[src/rtl/pipe_div_unit.sv]
// Iterative radix-2 restoring divider for DIV/DIVU. It produces one quotient bit per clock,
// holds the pipeline through busy, and pulses done once q/r are valid.
module pipe_div_unit #(
    parameter int WIDTH = 32,
    parameter int CNT_W = 6
) (
    input  logic             clk,
    input  logic             rst,
    input  logic             start,
    input  logic             sign,
    input  logic             flush,
    input  logic [WIDTH-1:0] dividend,
    input  logic [WIDTH-1:0] divisor,
    output logic [WIDTH-1:0] q,
    output logic [WIDTH-1:0] r,
    output logic             busy,
    output logic             done,
    output logic [CNT_W-1:0] counter
);

    typedef enum logic [1:0] {S_IDLE, S_RUN, S_DONE} state_t;

    state_t           state_q, state_d;
    logic [WIDTH-1:0] rem_q, rem_d;
    logic [WIDTH-1:0] quo_q, quo_d;
    logic [WIDTH-1:0] dvs_q, dvs_d;
    logic [WIDTH-1:0] dvd_q, dvd_d;
    logic [WIDTH-1:0] q_q, q_d;
    logic [WIDTH-1:0] r_q, r_d;
    logic             qneg_q, qneg_d;
    logic             rneg_q, rneg_d;
    logic             div0_q, div0_d;
    logic [CNT_W-1:0] cnt_q, cnt_d;

    logic [WIDTH-1:0] abs_a, abs_b;
    logic [WIDTH:0]   trial;

    assign abs_a = (sign && dividend[WIDTH-1]) ? -dividend : dividend;
    assign abs_b = (sign && divisor[WIDTH-1])  ? -divisor  : divisor;
    // Extra top bit of the trial difference acts as the borrow (restore) flag.
    assign trial = {rem_q, quo_q[WIDTH-1]} - {1'b0, dvs_q};

    always_comb begin
        state_d = state_q;
        rem_d   = rem_q;
        quo_d   = quo_q;
        dvs_d   = dvs_q;
        dvd_d   = dvd_q;
        q_d     = q_q;
        r_d     = r_q;
        qneg_d  = qneg_q;
        rneg_d  = rneg_q;
        div0_d  = div0_q;
        cnt_d   = cnt_q;

        case (state_q)
            S_IDLE, S_DONE: begin
                state_d = S_IDLE;
                if (start) begin
                    state_d = S_RUN;
                    rem_d   = '0;
                    quo_d   = abs_a;
                    dvs_d   = abs_b;
                    dvd_d   = dividend;
                    qneg_d  = sign & (dividend[WIDTH-1] ^ divisor[WIDTH-1]);
                    rneg_d  = sign & dividend[WIDTH-1];
                    div0_d  = (divisor == '0);
                    cnt_d   = CNT_W'(WIDTH);
                end
            end
            S_RUN: begin
                if (cnt_q != '0) begin
                    if (!trial[WIDTH]) begin
                        rem_d = trial[WIDTH-1:0];
                        quo_d = {quo_q[WIDTH-2:0], 1'b1};
                    end else begin
                        rem_d = {rem_q[WIDTH-2:0], quo_q[WIDTH-1]};
                        quo_d = {quo_q[WIDTH-2:0], 1'b0};
                    end
                    cnt_d = cnt_q - 1'b1;
                end else begin
                    // Divide-by-zero reports the untouched dividend, not |dividend|.
                    if (div0_q) begin
                        q_d = '1;
                        r_d = dvd_q;
                    end else begin
                        q_d = qneg_q ? -quo_q : quo_q;
                        r_d = rneg_q ? -rem_q : rem_q;
                    end
                    state_d = S_DONE;
                end
            end
            default: state_d = S_IDLE;
        endcase

        if (flush) begin
            state_d = S_IDLE;
            cnt_d   = '0;
            q_d     = q_q;
            r_d     = r_q;
        end
    end

    always_ff @(posedge clk or posedge rst) begin
        if (rst) begin
            state_q <= S_IDLE;
            rem_q   <= '0;
            quo_q   <= '0;
            dvs_q   <= '0;
            dvd_q   <= '0;
            q_q     <= '0;
            r_q     <= '0;
            qneg_q  <= 1'b0;
            rneg_q  <= 1'b0;
            div0_q  <= 1'b0;
            cnt_q   <= '0;
        end else begin
            state_q <= state_d;
            rem_q   <= rem_d;
            quo_q   <= quo_d;
            dvs_q   <= dvs_d;
            dvd_q   <= dvd_d;
            q_q     <= q_d;
            r_q     <= r_d;
            qneg_q  <= qneg_d;
            rneg_q  <= rneg_d;
            div0_q  <= div0_d;
            cnt_q   <= cnt_d;
        end
    end

    assign q       = q_q;
    assign r       = r_q;
    assign busy    = (state_q == S_RUN);
    assign done    = (state_q == S_DONE);
    assign counter = cnt_q;

endmodule

[config.mk]
export PLATFORM = sky130hd
export DESIGN_NAME = pipe_div_unit
export DESIGN_NICKNAME = d
export VERILOG_FILES = /design/src/rtl/pipe_div_unit.sv
export SDC_FILE = /design/constraint.sdc
export NUM_CORES = 1
export LEC_CHECK = 0
export BUFFER_PORTS_ARGS = -buffer_cell sky130_fd_sc_hd__buf_4
export CORE_ASPECT_RATIO = 1.2
export CORE_MARGIN = 2
export CORE_UTILIZATION = 35
export CTS_BUF_LIST = sky130_fd_sc_hd__clkbuf_8
export CTS_CLUSTER_DIAMETER = 50
export DETAILED_ROUTE_END_ITERATION = 8
export PLACE_DENSITY = 0.51
export SYNTH_ARGS = -nofsm -noshare
export SYNTH_HDL_FRONTEND = slang
export SYNTH_SLANG_ARGS = --single-unit
[constraint.sdc]
create_clock -name clk -period 18.6 [get_ports clk]
set_clock_uncertainty 0.05 [all_clocks]
set_input_delay 3.72 -clock clk [delete_from_list [all_inputs] [get_ports clk]]
set_output_delay 3.72 -clock clk [all_outputs]
set_load 0.02 [all_outputs]
==> qor.yml, run 1 <==
status: "complete, no violations"
ioPinCount: 141
fp-row-count: 76
cp_max_fo: 5
numCtsBuffers: 39
yosysSeqAreaShare_pct: 40.1
placed_cell_area_sq_um: 14100
worst_slew_pin_slew_ns: 1.16
crit_required_ns: 18.93
layout-drive-gt1-share_pct: 13.5
root_buffer: "clkbuf_8"
final.setup.tns_ns: 0
cp-start-kind: "primary input"
slew_headroom_pct: 22.6
cts_tree: "yes"
grt.total_usage_pct: 18.0
cp_top_family: "simple AND/OR/NAND/NOR gates"
synthTopCellsByCount: "nand2_1 (266), dfrtp_1 (203), o21ai_0 (178), a21oi_1 (158), nor2_1 (145)"
path_clk_slew_ns: 0.05
cellPowerDensity_nw_per_um2: 102
period_share_pct: 33.4
yosysMostFrequentCell: "nand2_1"
worstPathCellList: "buf_4 > nor4_1 > or3b_2 > nor4b_1 > and2_1 > nand3b_1 > nor4_1 > a21oi_1 > xnor2_1 > o21ai_0"
p_leak_uw: 0.00686
synth-edff-count: 0
finalWirelength_um: 33500
min_period_ns: 6.22
crit_path_max_incr_delay_ns: 0.59
hold_slack_ns: 0.421
dr.pass1.iters: 7
cp-end-kind: "flip-flop"
n_fill_cell: 3761
ir_drop_v: 0.0000379
n_antenna_cell: 0
rsz0062_at_grt: "no"
syn_inst: 1557
hold_class: "reg -> reg"
synth_nets: 1665
num_vias: 10800
crit_arrival_ns: 6.55
die_w_um: 178
synth_area_leaders: "dfrtp_1 (40%), nand2_1 (7.9%), o21ai_0 (7.0%)"
avgViaCountPerCell: 5.00
drt_iter0_markers: 437
setup_viol: 0
ys.warnings.count: 0
drcViolationCount: 0
slew_viol_final: 0
syn_area_per_cell_sq_um: 8.13
clk_latency_ns: 0.54
synth-async-reset-ratio_pct: 100
grt_pass1_vias: 10300
wl_per_cell_um: 15.5
start_util_pct: 35.4
dieHeight_um: 212
total_power_uw: 1530
syn_area_sq_um: 12700
core_sq_um: 35800
die_area_sq_um: 37700
synth_seq_cells: 203
clockBufferDepth: 3
ys.flop_type: "dfrtp_1"
ant_nets: 0
max_cap_violations: 0
grt_overflow_total: 0
fmax_mhz: 161
final_area_sq_um: 14900
grt_max_degree: 129
grt_pass1_wl_um: 54500
gp_congestion: 0.847
cts_setup_buffers: 0
yosysUniqueCellTypes: 68
final_hold_viol_count: 0
crit_buf_inv: 1
nNetsFinal: 1779
cpMaxStageDelayCell: "nor4b_1"
hold_buffers: 0
yosys.area.top_type: "dfrtp_1"
cts_sinks: 203
antenna_found_initial: 0
path_common_cell: "nor4_1"
area_growth_pct: 17.7
htreeDepth: 2
port_buffers: 140
crit_type: "in -> reg"
post_cts_resized: 0
dp_hpwl_um: 24300
synth_top_area_share_pct: 40.1
[cell type report]
type | count | area (sq um) | share of cell area (%)
timing repair buffer | 152 | 1140 | 7.66
tap | 468 | 586 | 3.93
multi-input combinational | 1214 | 7080 | 47.5
inverter | 61 | 236 | 1.59
sequential | 203 | 5080 | 34.1
clock buffer | 49 | 674 | 4.53
clock inverter | 17 | 104 | 0.697
[path summary, 6_finish.rpt]
path / from / endpoint / slack, ns / cells after the start
max in group asynchronous: rst / r[28]$_DFFE_PP0P_ / 13.64 / 3
min reg2reg: dvs_q[29]$_DFFE_PP0P_ / dvs_q[29]$_DFFE_PP0P_ / 0.42 / 2
min: dvs_q[29]$_DFFE_PP0P_ / dvs_q[29]$_DFFE_PP0P_ / 0.42 / 2
min in group asynchronous: rst / q[5]$_DFFE_PP0P_ / 3.31 / 2
max reg2reg: quo_q[31]$_DFFE_PP0P_ / rem_q[17]$_DFFE_PP0P_ / 14.40 / 13
max: divisor[8] / dvs_q[30]$_DFFE_PP0P_ / 12.38 / 10
[tightest hold or removal path: cells and delay by family, from the launching register on]
kind,cells,cell delay [ns]
flops,1,0.33
compound gates,1,0.06
simple gates,1,0.05
[logic make-up (layout without fill, tap and decap cells)]
| kind of cell | after synthesis | count (layout) | share of synthesized area, % |
|---|---|---|---|
| xor gates and xnor gates | 138 | 138 | 9.60 |
| buffers and inverters | 140 | 279 | 4.27 |
| AOI/OAI and AO/OA | 443 | 443 | 20.0 |
| DFF | 203 | 203 | 40.1 |
| adders and majority gates | 39 | 39 | 3.91 |
| and+or+nand+nor | 565 | 565 | 19.8 |
| muxes | 29 | 29 | 2.29 |
[through the flow]
| step | cells | util (%) | setup slack [ns] |
|---|---|---|---|
| 6_report | 2164 | 41.7 | 12.38 |
| 5_1_grt | 2164 | 41.7 | 12.07 |
| 4_1_cts | 2164 | 41.7 | 12.38 |
| 2_1_floorplan | 1557 | - | 9.29 |
| 3_3_place_gp | 2098 | 39.5 | 11.84 |
| 3_5_place_dp | 2098 | 39.5 | 11.83 |
[placed cells by master, fill, tap and decap left out, types with 19 or more instances in the layout]
cell type  count
a21oi_1      157
buf_4        152
nor2_1       143
nand3_1       19
xor2_1        77
dfrtp_1      202
o21ai_0      178
nor3_1        23
nand2_1      266
clkbuf_8      49
xnor2_1       60
o31ai_1       21
mux2i_1       29
ha_1          38
inv_1         67
[layer usage]
metal	vias up	track usage, %	wire length, um
li1	5608	-	-
met1	4965	24.3	16100
met2	204	30.2	15500
met3	46	2.56	1250
met4	0	4.72	635
met5	-	0	0
[where the power goes]
| group | internal, uW | switching (uW) |
|---|---|---|
| logic | 192 | 275 |
| clock network | 250 | 193 |
| registers | 538 | 79.7 |
[registers in the layout (all words and copies together) (netlist names), 2 cells and up]
register,count
counter,6
dvd_q,32
dvs_q,32
q,32
quo_q,32
r,32
rem_q,32
state_q,2
Note: power is estimated with default switching activity, not from simulation.
==> run 2, diff against run 1 <==
Settings changed: ABC_AREA set to 1.
Clock period 18.6 ns to 5.8 ns, I/O delays scaled along.
==> qor.yml, run 2 <==
cpMaxStageDelayCell: "fa_1"
cp-end-kind: "flip-flop"
die_area_sq_um: 42200  # +12%
syn_area_per_cell_sq_um: 6.57  # -19%
n_fill_cell: 4358  # +16%
synth_area_leaders: "dfrtp_1 (36%), nand2_1 (18%), inv_1 (7.8%)"
cts_sinks: 203  # unchanged
path_clk_slew_ns: 0.06  # about the same
rrSetupSlack_ns: 2.65  # -11.75 ns
final.setup.tns_ns: 0  # unchanged
hold_buffers: 0  # unchanged
synth-async-reset-ratio_pct: 100  # unchanged
syn_inst: 2159  # +39%
gp_congestion: 0.895  # +5.6%
grt_max_degree: 125  # -3.1%
final_cell_mix: "nand2_1 (684), inv_1 (309), dfrtp_1 (203)"
status: "complete, no violations"
post_cts_resized: 0  # unchanged
dieHeight_um: 225  # +5.7%
crit_type: "reg -> reg"
dp_hpwl_um: 35800  # +47%
whs_endpoint: "dvd_q[6]$_DFFE_PP0P_"
port_buffers: 140  # unchanged
ant_nets: 0  # unchanged
syn_area_sq_um: 14200  # +12%
antenna_found_initial: 0  # unchanged
dr.pass1.iters: 5  # -2
fin_cells: 2840  # +31%
worst_slew_pin_slew_ns: 1.01  # -0.151 ns
avgViaCountPerCell: 4.91  # -1.8%
synthTopCellsByCount: "nand2_1 (686), inv_1 (293), dfrtp_1 (203), nor2_1 (192), o21ai_0 (173)"
p_leak_uw: 0.00868  # +27%
num_vias: 14000  # +29%
reg2reg_to: "rem_q[5]$_DFFE_PP0P_"
fmax_mhz: 318
min_period_ns: 3.15
nNetsFinal: 2388  # +34%
ys.flop_type: "dfrtp_1"
die_w_um: 188  # +5.7%
slew_headroom_pct: 31.8  # +9.2 points
grt.total_usage_pct: 22.5  # +4.5 points
rr_worst_depth: 17  # +4
max_cap_violations: 0  # unchanged
grt_pass1_wl_um: 75300  # +38%
htreeDepth: 2  # unchanged
regToRegStartpoint: "quo_q[31]$_DFFE_PP0P_"
rsz0062_at_grt: "no"
slew_viol_final: 0  # unchanged
grt_overflow_total: 0  # unchanged
cp-start-kind: "flip-flop"
setup_viol: 0  # unchanged
placed_cells: 2771  # +32%
finalWirelength_um: 46900  # +40%
numCtsBuffers: 40  # +2.6%
crit_arrival_ns: 3.58  # -2.97 ns
clk_latency_ns: 0.60  # +0.06 ns
area_growth_pct: 15.9
start_util_pct: 35.6  # +0.19 points
yosysMostFrequentCell: "nand2_1"
final_hold_viol_count: 0  # unchanged
period_share_pct: 54.3
drt_iter0_markers: 895  # +100%
layout.cells.most_common: "nand2_1"
hold_depth: 2  # unchanged
synth_top_area_share_pct: 35.8  # -4.3 points
n_antenna_cell: 0  # unchanged
hold_class: "reg -> reg"
layout-drive-gt1-share_pct: 10.2  # -3.3 points
crit_buf_inv: 2  # +1
crit_required_ns: 6.24  # -12.69 ns
wl_per_cell_um: 16.5  # +6.8%
synth-edff-count: 0  # unchanged
path_common_cell: "nand2_1"
cts_tree: "yes"
worstPathCellList: "inv_1 > ha_1 > fa_1 > inv_1 > nand2_1 > nand2_1 > nand3_1 > nand2_1 > nand2_1 > nand2_2 > nand2_2 > nand2_2 > nand2_2 > nand2_4 > nand2_1 > nand3_1 > nand2_1"
drcViolationCount: 0  # unchanged
yosysUniqueCellTypes: 47  # -31%
total_power_uw: 6910  # +350%
synth_seq_cells: 203  # unchanged
holdCritStartpoint: "dvd_q[6]$_DFFE_PP0P_"
core_sq_um: 39800  # +11%
cts_setup_buffers: 0  # unchanged
grt_pass1_vias: 13700  # +33%
cp_max_fo: 32  # +27
cellPowerDensity_nw_per_um2: 420  # +310%
clockBufferDepth: 3  # unchanged
ioPinCount: 141  # unchanged
hold_slack_ns: 0.424  # +0.00306 ns
root_buffer: "clkbuf_8"
yosysSeqAreaShare_pct: 35.8  # -4.3 points
synth_nets: 2267  # +36%
cp_top_family: "simple AND/OR/NAND/NOR gates"
fp-row-count: 80  # +5.3%
yosys.area.top_type: "dfrtp_1"
crit_path_max_incr_delay_ns: 0.41  # -0.18 ns
ir_drop_v: 0.000200  # +430%
ys.warnings.count: 0  # unchanged
run 2: cell type report:
cell class	instances	area, sq um	area share (%)
clock buffers	45	619	3.77
clock inverters	24	140	0.852
inverters	297	1120	6.80
multi-input cells	1586	7670	46.6
flip-flops and latches	203	5080	30.9
well taps	533	667	4.06
repair buffers	152	1150	7.02
run 2: worst reg2reg max path: stages, from the launching register on:
cell and delay (ns):
dfrtp_1 0.38, inv_1 0.21, ha_1 0.31, fa_1 0.41, inv_1 0.17, nand2_1 0.08
nand2_1 0.08, nand3_1 0.08, nand2_1 0.17, nand2_1 0.09, nand2_2 0.15, nand2_2 0.10
nand2_2 0.08, nand2_2 0.07, nand2_4 0.30, nand2_1 0.16, nand3_1 0.11, nand2_1 0.06
run 2: worst max path at each step:
stage	start	endpoint	slack [ns]	depth (start not counted)
6_report	quo_q[31]$_DFFE_PP0P_	rem_q[5]$_DFFE_PP0P_	2.65	17
3_5_place_dp	flush	q[18]$_DFFE_PP0P_	2.39	9
4_1_cts	quo_q[31]$_DFFE_PP0P_	quo_q[0]$_DFFE_PP0P_	2.65	15
5_1_grt	quo_q[31]$_DFFE_PP0P_	rem_q[17]$_DFFE_PP0P_	2.41	17
2_1_floorplan	rst	counter[0]$_DFFE_PP0P_	1.96	1
3_3_place_gp	flush	q[14]$_DFFE_PP0P_	2.46	9
run 2: layer usage:
metal  track usage, %  wire, um
met2             40.7     23400
met5                0         0
met1             27.0     20000
met3             3.68      1900
met4             7.85      1540
run 2: cell families (layout without fill, tap and decap cells):
kind of cell / count (synthesis) / in the layout / share of synthesized area, %
simple gates: 1133 / 1133 / 33.1
buf+inv: 370 / 518 / 10.2
compound gates: 357 / 357 / 13.8
flops: 203 / 203 / 35.8
xor+xnor: 57 / 57 / 3.52
fa+ha+maj: 39 / 39 / 3.49
run 2: power by group:
group	switching [uW]	leakage, uW	internal [uW]
sequential	369	0.00254	1830
combinational	2150	0.00569	1130
clock	674	0.000445	755
run 2: metrics by stage:
step	setup slack [ns]	util (%)	cell area [sq um]
finish	2.65	41.3	16400
global route	2.41	41.3	16400
CTS	2.65	41.3	16400
detailed placement	2.39	39.4	15700
global placement	2.46	39.4	15700
floorplan	1.96	-	14200
==> run 3, diff against run 2 <==
Settings changed: ABC_AREA 1 to 0.
Clock period 5.8 ns to 2.9 ns, I/O delays scaled along.
==> qor.yml, run 3 (synthesis results as in run 1) <==
root_buffer: "clkbuf_8"
hold_buffers: 0  # unchanged
ir_drop_v: 0.000274  # +37%
ioPinCount: 141  # unchanged
fp-row-count: 76  # -5.0%
max_cap_violations: 0  # unchanged
final_cell_mix: "buf_4 (293), nand2_1 (266), dfrtp_1 (201)"
hold_class: "in -> async"
crit_type: "reg -> reg"
min_period_ns: 3.05  # -0.0975 ns
place_ws_ns: -0.533  # -2.93 ns
wl_met2_um: 16900  # -28%
antenna_found_initial: 0  # unchanged
worstPathCellList: "buf_4 > ha_1 > a21o_1 > a21o_1 > a221o_1 > a21oi_2 > o31ai_4 > buf_4 > a211oi_4 > xnor2_4 > buf_12 > buf_6 > nor2_1 > a221o_1"
crit_required_ns: 3.27  # -2.97 ns
dr.pass1.iters: 5  # unchanged
layout.cells.most_common: "buf_4"
grt.total_usage_pct: 18.9  # -3.7 points
met1Wirelength_um: 16800  # -16%
n_antenna_cell: 0  # unchanged
worst_slew_pin_slew_ns: 1.07  # +0.0573 ns
grt_pass1_wl_um: 57400  # -24%
avgViaCountPerCell: 4.92  # +0.14%
clk_latency_ns: 0.54  # -0.06 ns
cp_max_fo: 6  # -81%
final_hold_viol_count: 0  # unchanged
cp-start-kind: "flip-flop"
clockBufferDepth: 3  # unchanged
highest_layer: "met4"
wl_per_cell_um: 15.4  # -6.6%
wl_met3_um: 1240  # -35%
cp-end-kind: "flip-flop"
finalWirelength_um: 35800  # -24%
path_clk_slew_ns: 0.06  # about the same
slew_headroom_pct: 28.9  # -2.9 points
crit_path_max_incr_delay_ns: 0.37  # -0.04 ns
nNetsFinal: 1933  # -19%
cpMaxStageDelayCell: "dfrtp_1"
violations: "negative setup slack"
area_growth_pct: 30.1
total_power_uw: 10100  # +46%
crit_arrival_ns: 3.42  # -0.16 ns
fin_ws_ns: -0.151  # -2.80 ns
ant_nets: 0  # unchanged
cts_tree: "yes"
cellPowerDensity_nw_per_um2: 613  # +46%
drcViolationCount: 0  # unchanged
cts_sinks: 203  # unchanged
period_share_pct: 105  # +51 points
drt_iter0_markers: 554  # -38%
htreeDepth: 2  # unchanged
die_area_sq_um: 37700  # -11%
grt_overflow_total: 0  # unchanged
dp_hpwl_um: 26700  # -25%
gp_congestion: 0.842  # -6.0%
grt_pass1_vias: 11100  # -19%
slew_viol_final: 0  # unchanged
die_w_um: 178  # -5.4%
status: "finished, violations left"
core_sq_um: 35800  # -10%
p_leak_uw: 0.00768  # -11%
numCtsBuffers: 40  # unchanged
setup_viol: 37  # +37
start_util_pct: 35.4  # -0.19 points
grt_max_degree: 115  # -8.0%
port_buffers: 140  # unchanged
layout-drive-gt1-share_pct: 23.4  # +13 points
num_vias: 11400  # -18%
rsz0062_at_grt: "yes"
dieHeight_um: 212  # -5.4%
fmax_mhz: 328  # +3.2%
==> run 3: changes by cell type in the layout (fill, tap and decap cells not counted), sizes merged, moves of 18 or more <==
| cell | change |
|---|---|
| xnor2 | +44 |
| nor2 | -55 |
| a21oi | +58 |
| mux2i | +29 |
| nand2 | -430 |
| o31ai | +20 |
| xor2 | +37 |
| or3 | +20 |
| buf | +151 |
| o211ai | -21 |
| inv | -240 |
| nand3 | -151 |
| nand4 | -18 |
==> run 3: through the flow <==
step	hold slack [ns]	utilization [%]	area, sq um	instances	TNS (ns)
CTS	0.0947	45.1	16100	2309	-1.87
floorplan	0.396	-	12700	1557	-76.33
global placement	0.407	42.8	15300	2239	-4.59
global route	0.121	46.1	16500	2321	-8.11
finish	0.0949	46.1	16500	2321	-3.39
detailed placement	0.414	42.8	15300	2239	-5.98
==> run 3: worst paths after layout <==
path	endpoint	cells after the start	startpoint	slack [ns]
max	rem_q[17]$_DFFE_PP0P_	14	rem_q[11]$_DFFE_PP0P_	-0.15
min	q[0]$_DFFE_PP0P_	3	rst	0.09
max reg2reg	rem_q[17]$_DFFE_PP0P_	14	rem_q[11]$_DFFE_PP0P_	-0.15
min reg2reg	dvs_q[24]$_DFFE_PP0P_	2	dvs_q[24]$_DFFE_PP0P_	0.43
max in group asynchronous	rem_q[15]$_DFFE_PP0P_	3	rst	2.05
min in group clk	counter[2]$_DFFE_PP0P_	2	flush	0.20
==> run 3: worst max-delay path, delay by kind of cell (launching register included) <==
family,cells,cell delay (ns)
compound gates,7,1.50
buf+inv,4,0.58
simple gates,1,0.05
xor+xnor,1,0.17
fa+ha+maj,1,0.20
flops,1,0.37
==> run 3: metal layers <==
layer | vias up | GRT usage [%]
li1 | 5907 | -
met1 | 5239 | 25.1
met2 | 220 | 32.0
met3 | 54 | 2.54
met4 | 0 | 5.40
met5 | - | 0
==> run 3: power by group <==
group | switching (uW) | internal [uW] | leakage, uW
Sequential | 473 | 3450 | 0.00257
Combinational | 1920 | 1500 | 0.00468
Clock | 1300 | 1450 | 0.000435
==> run 3: layout make-up <==
type                    instances  area (sq um)
multi-input cells            1214          7410
well taps                     468           586
inverters                      61           233
fillers                      3636         19300
clock inverters                24           113
flip-flops and latches        203          5080
clock buffers                  46           633
repair buffers                305          2410
==> run 3: repair_timing <==
item,4_1_cts,5_1_grt
resized for setup,15,43
gates cloned,0,3
setup endpoints to repair,46,57
pin swaps,4,19
setup buffers,0,9
